### config.mk
export PLATFORM = sky130hd
export DESIGN_NAME = pe_traffic_sink
export DESIGN_NICKNAME = d
export VERILOG_FILES = /design/src/rtl/noc_flit_pkg.sv /design/src/rtl/sink_fifo.sv /design/src/rtl/pe_traffic_sink.sv
export SDC_FILE = /design/constraint.sdc
export NUM_CORES = 1
export LEC_CHECK = 0
export CAP_MARGIN = 20
export CORE_MARGIN = 2
export CORE_UTILIZATION = 51
export DETAILED_ROUTE_END_ITERATION = 16
export PLACE_DENSITY = 0.78
export SETUP_SLACK_MARGIN = 0.05
export SLEW_MARGIN = 20
export SYNTH_ARGS = -nofsm -noshare
export SYNTH_HDL_FRONTEND = slang
export SYNTH_HIERARCHICAL = 1
export SYNTH_SLANG_ARGS = --single-unit
### constraint.sdc
create_clock -name clk -period 6.3 [get_ports clk]
set_input_delay 0.945 -clock clk [delete_from_list [all_inputs] [get_ports clk]]
set_output_delay 0.945 -clock clk [all_outputs]
set_load 0.02 [all_outputs]
### src/rtl/noc_flit_pkg.sv
// Shared single-flit NoC format: field positions, decoded view, sink FIFO entry and sink FSM states.
// Latency: n/a (types, constants and combinational helpers only).
// Backpressure: n/a.
package noc_flit_pkg;

    localparam int FLIT_W     = 40;
    localparam int TS_W       = 32;
    localparam int MARKER_B   = 39;
    localparam int SINGLE_B   = 38;
    localparam int RSVD_B     = 32;
    localparam int DEST_LSB   = 33;
    localparam int DEST_MAX_W = SINGLE_B - DEST_LSB;

    // Decoded view of one flit; bit layout matches the wire format exactly.
    typedef struct packed {
        logic                  marker;
        logic                  single;
        logic [DEST_MAX_W-1:0] dest;
        logic                  rsvd;
        logic [TS_W-1:0]       ts;
    } flit_fields_t;

    // One receive-buffer entry: format/route verdict plus the latency measured at accept.
    typedef struct packed {
        logic            err;
        logic [TS_W-1:0] lat;
    } sink_entry_t;

    localparam int SINK_ENTRY_W = $bits(sink_entry_t);

    typedef enum logic {
        ST_RUN    = 1'b0,
        ST_FROZEN = 1'b1
    } sink_state_t;

    function automatic flit_fields_t flit_decode(input logic [FLIT_W-1:0] f);
        flit_fields_t r;
        r.marker = f[MARKER_B];
        r.single = f[SINGLE_B];
        r.dest   = f[SINGLE_B-1:DEST_LSB];
        r.rsvd   = f[RSVD_B];
        r.ts     = f[TS_W-1:0];
        return r;
    endfunction

endpackage

### src/rtl/sink_fifo.sv
// Synchronous show-ahead FIFO holding checked flit entries between accept and retire.
// Latency: written entry is visible at rd_dat the cycle after the write edge.
// Backpressure: full blocks writes, empty blocks reads; caller gates on the flags.
module sink_fifo #(
    parameter int WIDTH = 33,
    parameter int DEPTH = 4
) (
    input  logic             clk,
    input  logic             rst,
    input  logic             wr_en,
    input  logic [WIDTH-1:0] wr_dat,
    input  logic             rd_en,
    output logic [WIDTH-1:0] rd_dat,
    output logic             full,
    output logic             empty
);

    localparam int AW = $clog2(DEPTH);
    localparam logic [AW:0] PTR_ONE = 1;

    logic [WIDTH-1:0] mem_q [DEPTH];
    logic [AW:0]      wr_ptr_q;
    logic [AW:0]      rd_ptr_q;

    // Extra pointer MSB distinguishes full from empty when the index bits match.
    assign empty  = (wr_ptr_q == rd_ptr_q);
    assign full   = (wr_ptr_q[AW] != rd_ptr_q[AW]) && (wr_ptr_q[AW-1:0] == rd_ptr_q[AW-1:0]);
    assign rd_dat = mem_q[rd_ptr_q[AW-1:0]];

    // Pointer update; reset empties the FIFO regardless of stored data.
    always_ff @(posedge clk or posedge rst) begin
        if (rst) begin
            wr_ptr_q <= '0;
            rd_ptr_q <= '0;
        end else begin
            if (wr_en && !full) begin
                wr_ptr_q <= wr_ptr_q + PTR_ONE;
            end
            if (rd_en && !empty) begin
                rd_ptr_q <= rd_ptr_q + PTR_ONE;
            end
        end
    end

    // Storage write; contents need no reset since the pointers define validity.
    always_ff @(posedge clk) begin
        if (wr_en && !full) begin
            mem_q[wr_ptr_q[AW-1:0]] <= wr_dat;
        end
    end

endmodule

### src/rtl/pe_traffic_sink.sv
// PE receive sink: checks flits, measures latency against a free-running counter, accumulates stats.
// Latency: accept to visible stat >= 2 cycles (1 in FIFO, 1 registered retire); optional SINK_HISTOGRAM_EN adds latency bins.
// Backpressure: o_data_ready = !fifo_full (0 in reset); i_sink_en low or i_done stalls retire, FIFO then fills.
module pe_traffic_sink
    import noc_flit_pkg::*;
#(
    parameter int ADDRESS      = 0,
    parameter int AddressWidth = 5,
    parameter int FIFO_DEPTH   = 4,
    parameter int LAT_SUM_W    = 48
) (
    input  logic                 clk,
    input  logic                 rst,
    input  logic [FLIT_W-1:0]    i_data,
    input  logic                 i_data_valid,
    output logic                 o_data_ready,
    input  logic                 i_sink_en,
    input  logic                 i_done,
    output logic [31:0]          o_pkt_count,
    output logic [15:0]          o_err_count,
    output logic [LAT_SUM_W-1:0] o_lat_sum,
    output logic [31:0]          o_lat_min,
    output logic [31:0]          o_lat_max,
    input  logic [2:0]           i_hist_sel,
    output logic [31:0]          o_hist_count
);

    localparam logic [AddressWidth-1:0] MY_ADDR = ADDRESS[AddressWidth-1:0];

    logic [31:0]  cnt_q;
    logic         ready_q;
    logic         done_q;
    sink_state_t  state_q;
    sink_state_t  state_d;
    logic         pop_en;
    logic         pop;
    logic         accept;
    logic         fifo_full;
    logic         fifo_empty;
    flit_fields_t flit_f;
    sink_entry_t  wr_entry;
    sink_entry_t  head;

    assign flit_f       = flit_decode(i_data);
    assign o_data_ready = ready_q & ~fifo_full;
    assign accept       = i_data_valid & o_data_ready;

    // Latency is taken modulo 2^32 so a timestamp from before a counter wrap still measures correctly.
    assign wr_entry.err = ~flit_f.marker | ~flit_f.single | flit_f.rsvd
                          | (flit_f.dest[AddressWidth-1:0] != MY_ADDR);
    assign wr_entry.lat = cnt_q - flit_f.ts;

    // Free-running cycle counter and the ready gate that holds off traffic during reset.
    always_ff @(posedge clk or posedge rst) begin
        if (rst) begin
            cnt_q   <= '0;
            ready_q <= 1'b0;
            done_q  <= 1'b0;
        end else begin
            cnt_q   <= cnt_q + 32'd1;
            ready_q <= 1'b1;
            done_q  <= i_done | done_q;
        end
    end

    sink_fifo #(
        .WIDTH (SINK_ENTRY_W),
        .DEPTH (FIFO_DEPTH)
    ) u_fifo (
        .clk    (clk),
        .rst    (rst),
        .wr_en  (accept),
        .wr_dat (wr_entry),
        .rd_en  (pop),
        .rd_dat (head),
        .full   (fifo_full),
        .empty  (fifo_empty)
    );

    // Run-state register; FROZEN is only left through reset.
    always_ff @(posedge clk or posedge rst) begin
        if (rst) begin
            state_q <= ST_RUN;
        end else begin
            state_q <= state_d;
        end
    end

    // Next state and retire permission; done_q also blocks the pop on the edge that enters FROZEN.
    always_comb begin
        state_d = state_q;
        pop_en  = 1'b0;
        case (state_q)
            ST_RUN: begin
                pop_en = ~done_q;
                if (done_q) begin
                    state_d = ST_FROZEN;
                end
            end
            ST_FROZEN: begin
                pop_en = 1'b0;
            end
            default: begin
                state_d = ST_FROZEN;
            end
        endcase
    end

    assign pop = pop_en & i_sink_en & ~fifo_empty;

    // Statistics update on retire; errors never touch the latency stats.
    always_ff @(posedge clk or posedge rst) begin
        if (rst) begin
            o_pkt_count <= '0;
            o_err_count <= '0;
            o_lat_sum   <= '0;
            o_lat_min   <= 32'hFFFF_FFFF;
            o_lat_max   <= '0;
        end else if (pop) begin
            if (head.err) begin
                if (o_err_count != 16'hFFFF) begin
                    o_err_count <= o_err_count + 16'd1;
                end
            end else begin
                o_pkt_count <= o_pkt_count + 32'd1;
                o_lat_sum   <= o_lat_sum + LAT_SUM_W'(head.lat);
                if (head.lat < o_lat_min) begin
                    o_lat_min <= head.lat;
                end
                if (head.lat > o_lat_max) begin
                    o_lat_max <= head.lat;
                end
            end
        end
    end

`ifdef SINK_HISTOGRAM_EN
    logic [31:0] hist_q [8];

    // Bin k covers [2^(k+2), 2^(k+3)); the end bins absorb everything below 8 and from 512 up.
    function automatic logic [2:0] hist_bin(input logic [31:0] lat);
        logic [2:0] b;
        b = 3'd0;
        for (int k = 1; k < 8; k++) begin
            if (lat >= (32'd1 << (k + 2))) begin
                b = 3'(k);
            end
        end
        return b;
    endfunction

    // Histogram bins advance together with the good-packet count.
    always_ff @(posedge clk or posedge rst) begin
        if (rst) begin
            for (int k = 0; k < 8; k++) begin
                hist_q[k] <= '0;
            end
        end else if (pop && !head.err) begin
            hist_q[hist_bin(head.lat)] <= hist_q[hist_bin(head.lat)] + 32'd1;
        end
    end

    assign o_hist_count = hist_q[i_hist_sel];
`else
    logic unused_hist_sel;
    assign unused_hist_sel = ^i_hist_sel;
    assign o_hist_count    = '0;
`endif

endmodule
## Yosys cells after proc, flatten, opt, wreduce, memory -nomap -nowiden

Memory sizes are Yosys's and may differ from the RTL's.
Index checks and enable logic that the tools add are counted.

- $lt $le $gt $ge: 2
- Add/sub/neg operators: 7
- Muxes and demuxes: 5
- Reductions and logical operators: 10
- Bitwise logic cells: 15
- Div/mod/pow operators: 0
- Equal/unequal tests: 4
- Multiply operators: 0
- Shift-type cells: 0

Operators with widths:

| cell | number |
|---|---|
| adder 32 x 1 -> 32 bit, second input constant | 2 |
| adder 48 x 32 -> 48 bit | 1 |
| > comparator 32 bit | 1 |
| less-than comparator 32 bit | 1 |
| subtractor 32 bit | 1 |
| adder 16 x 1 -> 16 bit, second input constant | 1 |
| != test 16 bit, second input constant | 1 |
| AND reduction 3 bit | 3 |
| inverter 1 bit | 7 |
| adder 3 x 1 -> 3 bit, second input constant | 2 |
| nonzero test 5 bit | 1 |
| AND 1 bit | 4 |
| two-way mux 1 bit | 4 |
| OR 1 bit | 4 |
| equality test 3 bit | 1 |
| logical AND 1 bit | 3 |
| equality test 2 bit | 1 |
| logical NOT 1 bit | 2 |
| case mux 1 bit (2 select lines) | 1 |
| AND reduction 2 bit | 1 |
| != test 1 bit | 1 |

- Memory bits (read-only): 0
- Register bits after elaboration: 201
- Output and inout port bits: 193
- RAM bits: 132
- Bits in latches: 0
- Memories: 1

Memory list:

| name | depth | width | rd ports | clocked after memory_dff | write ports | RTL line | source |
|---|---|---|---|---|---|---|---|
| u_fifo.mem_q | 4 | 33 | 1 | 0 | 1 | sink_fifo.sv:21 | `logic [WIDTH-1:0] mem_q [DEPTH];` |

## Depth between registers and ports, before layout

- Word-level depth: 8
- Depth in mapped cells: 14

## Cells and area by module

The synthesis kept the hierarchy.

By module, submodules not included:

| module | instances | sequential area each (um^2) | area an instance (um^2) | cells an instance |
|---|---|---|---|---|
| pe_traffic_sink | 1 | 4919.7 | 12777.3 | 1312 |
| sink_fifo | 1 | 4113.9 | 5287.6 | 222 |

## Least setup slack after synthesis

OpenSTA, ideal clock, no wires.

- Kind: register to register
- Start: register u_fifo.rd_ptr_q[0]
- End: register o_lat_sum[45]
- Clock period less this slack: 3682 ps
- Path buffers: 2
- Setup slack: 2618 ps
- Data arrival time: 3552 ps
- Cell stages (with the launch flop): 14
- Library setup time: 129 ps
- Cells stage by stage: dfrtp_1 -> buf_6 -> buf_6 -> mux4_2 -> ha_1 -> nand2_1 -> or3b_4 -> a21oi_4 -> o21ai_2 -> o311ai_4 -> a211oi_4 -> o41ai_4 -> nand4_1 -> xnor2_1

RTL lines:

| item | RTL line | source |
|---|---|---|
| start, declared | sink_fifo.sv:23 | `logic [AW:0] rd_ptr_q;` |
| start signal, assigned | sink_fifo.sv:40 | `rd_ptr_q <= rd_ptr_q + PTR_ONE;` |
| end signal, assigned | pe_traffic_sink.sv:126 | `o_lat_sum <= o_lat_sum + LAT_SUM_W'(head.lat);` |
| end, declared | pe_traffic_sink.sv:21 | `output logic [LAT_SUM_W-1:0] o_lat_sum,` |

==> impl_metrics.yaml <==
setup_path:
  critPathKind: "reg2reg"
  crit_buf_inv: 1
  start_kind: "flip-flop"
  cp_top_family: "compound AO/OA/AOI/OAI gates"
  cpMaxStageDelayCell: "dfrtp_2"
  end_kind: "flip-flop"
  crit_path_max_fanout: 19
  crit_path_max_incr_delay_ns: 0.80
  cp.required_ns: 6.70
  critPathArrivalTime_ns: 4.98
  crit_chain: "buf_4 > mux4_2 > ha_1 > nand2_1 > or3b_4 > a21oi_4 > o21ai_2 > o311ai_4 > a211oi_4 > o41ai_4 > nand4_1 > xnor2_1"
clocking:
  cts_hold_buffers: 0
  cts_tree: "done"
  cts_resized: 0
  postCtsSetupBuffers: 0
  clockRootBuffer: "clkbuf_16"
  clk_pin_slew_worst_paths_ns: 0.06
  cts_buffers: 37
  htree_levels: 2
  cts_sinks: 333
  clk_path_buf_depth: 3
  clk_latency_ns: 0.53
sta:
  worst_pin_slew_ns: 0.923
  hold_viol: 0
  finalCritPeriodShare_pct: 72.6
  min_period_ns: 4.58
  fin_skew_ns: 0.0174
  drv_slew: 0
  max_freq_mhz: 219
  relSlewSlack_pct: 38.5
  fin_ws_ns: 1.72
  rsz0062_at_grt: "false"
  setup_viol: 0
  fin_tns_setup_ns: 0
run_status:
  status: "finished clean"
die:
  start_util_pct: 52.0
  core_area_um2: 34700
  ioPinCount: 241
  die_w_um: 192
  rows: 68
  die_area_um2: 36900
  fp.dieH_um: 192
yosys:
  synth_edf_count: 132
  ys_types: 80
  ys.flop_type: "dfrtp_1"
  yosys_warnings: 6
  ys_ff_latch: 333
  synth_area_um2: 18100
  seq_area_frac_synth_pct: 50.0
  async_flop_share_pct: 60.4
  postSynthAreaPerCell_um2: 11.8
  syn_inst: 1534
route:
  route.met3.wl_um: 1840
  highest_layer: "met4"
  drc_errors: 0
  routedWlPerCell_um: 17.6
  drtIter0Drc: 701
  finalWirelength_um: 39300
  viasPerCell: 5.43
  vias: 12200
  first_pass_iters: 8
  postRouteAntennaNets: 0
  wl_met1_um: 17500
  route.met2.wl_um: 19000
global_route:
  antenna_found_initial: 0
  grt_overflow: 0
  grt_use_total_pct: 21.1
  grt_pass1_vias: 12100
  grt_max_degree: 153
  grt_pass1_wl_um: 62300
placed_design:
  place_ws_ns: 1.67
  port_buffers: 205
  placed_cell_area_um2: 20500
  gp_congestion: 0.892
  hpwl_um: 28700
cells_and_area:
  regArea_um2: 9030
  drive_gt1_share_pct: 11.5
  fin_nets: 1943
  antenna_cells: 0
  areaGrowthSynthToFinish_pct: 20.5
  num-fill-cells: 2702
  final_cell_area_um2: 21800
  multi_input_area_um2: 8320
job:
  drv_cap: 0
hold_path:
  hp-class: "reg2reg"
pwr:
  leakagePower_nw: 9.27
  p_per_area_nw_per_um2: 249
  worst_ir_drop_vdd_mv: 0.157
[power by group]
| part | switching [mW] | leakage [nW] | internal [mW] |
|---|---|---|---|
| Combinational | 0.484 | 4.89 | 0.314 |
| Clock | 0.887 | 0.599 | 1.31 |
| Sequential | 0.0532 | 3.78 | 2.38 |
[cells in the mapped netlist, types with 11 or more instances]
cell,n,share of area [%]
clkbuf_1,18,0.37
dfstp_2,32,4.7
nand4_1,42,1.5
nand2_1,125,2.6
o21ai_0,55,1.5
a21oi_1,80,2.2
mux2_2,36,2.2
nor2_1,49,1.0
inv_1,115,2.4
dfrtp_1,169,23
buf_4,35,1.5
xnor2_1,115,5.6
ha_1,134,9.3
edfxtp_1,132,22
a21o_1,58,2.4
mux4_2,33,4.1
nor2b_1,11,0.38
and3_1,34,1.2
mux2_1,29,1.8
xor2_1,42,2.0
nand3_1,40,1.1
[through the flow]
step                      total power, mW  hold WS, ns  utilization (%)  cells
after floorplan                      3.04        0.459                -   1565
after global placement               3.23        0.460             59.1   2175
after detailed placement             3.26        0.479             59.1   2175
after CTS                            5.48        0.491             62.7   2241
after global routing                 5.65        0.492             62.7   2241
final                                5.42        0.491             62.7   2241
[cells by family (layout without fill, tap and decap cells)]
family	after synthesis	after routing	synth area share, %
and+or+nand+nor	352	352	9.68
DFF	333	333	50.0
AOI/OAI and AO/OA	273	273	10.0
buffers and inverters	179	400	4.65
xor gates and xnor gates	160	160	7.88
adders and majority gates	136	136	9.50
muxes	99	99	8.22
other	2	33	0.0416
[per-layer routing]
metal,global-route usage (%),up-vias
li1,-,5904
met1,27.8,5904
met2,36.1,285
met3,3.11,67
met4,6.55,0
met5,0,-
[state kept, by name, indices dropped and copies added (netlist names)]
signal	flops
cnt_q	32
done_q	1
o_err_count	16
o_lat_max	32
o_lat_min	32
o_lat_sum	48
o_pkt_count	32
ready_q	1
state_q	1
u_fifo/mem_q	132
u_fifo/rd_ptr_q	3
u_fifo/wr_ptr_q	3
[final cells by class]
cell class              instances  share of cell area, %
clock buffers                  47                   4.43
well taps                     455                   2.62
flip-flops and latches        333                   41.5
multi-input cells            1053                   38.2
repair buffers                219                   9.91
clock inverters                19                   1.28
inverters                     115                   2.04
[final timing paths]
check / from / endpoint / slack, ns / cells after the start
setup reg to reg: u_fifo/rd_ptr_q[0]$_DFFE_PP0P_ / o_lat_sum[37]$_DFFE_PP0P_ / 1.72 / 12
min in group asynchronous: rst / u_fifo/wr_ptr_q[2]$_DFFE_PP0P_ / 0.82 / 2
hold / removal: o_pkt_count[31]$_DFFE_PP0P_ / o_pkt_count[31]$_DFFE_PP0P_ / 0.49 / 1
hold reg to reg: o_pkt_count[31]$_DFFE_PP0P_ / o_pkt_count[31]$_DFFE_PP0P_ / 0.49 / 1
setup / recovery: u_fifo/rd_ptr_q[0]$_DFFE_PP0P_ / o_lat_sum[37]$_DFFE_PP0P_ / 1.72 / 12
max in group asynchronous: rst / o_pkt_count[11]$_DFFE_PP0P_ / 4.30 / 3
[layout by cell type (no fill, tap or decap), drive strengths merged, types with 14 or more instances in the layout]
cell             n
conb            33
o21ai           66
edfxtp         132
mux4            33
a21oi           81
xnor2          116
clkdlybuf4s50  205
nand4           42
nand3           41
xor2            44
nor2            49
a21o            58
nand2          125
ha             134
dfrtp          169
mux2            65
inv            117
dfstp           32
buf             14
clkbuf          47
and3            40
(Power assumes the default switching activity.)
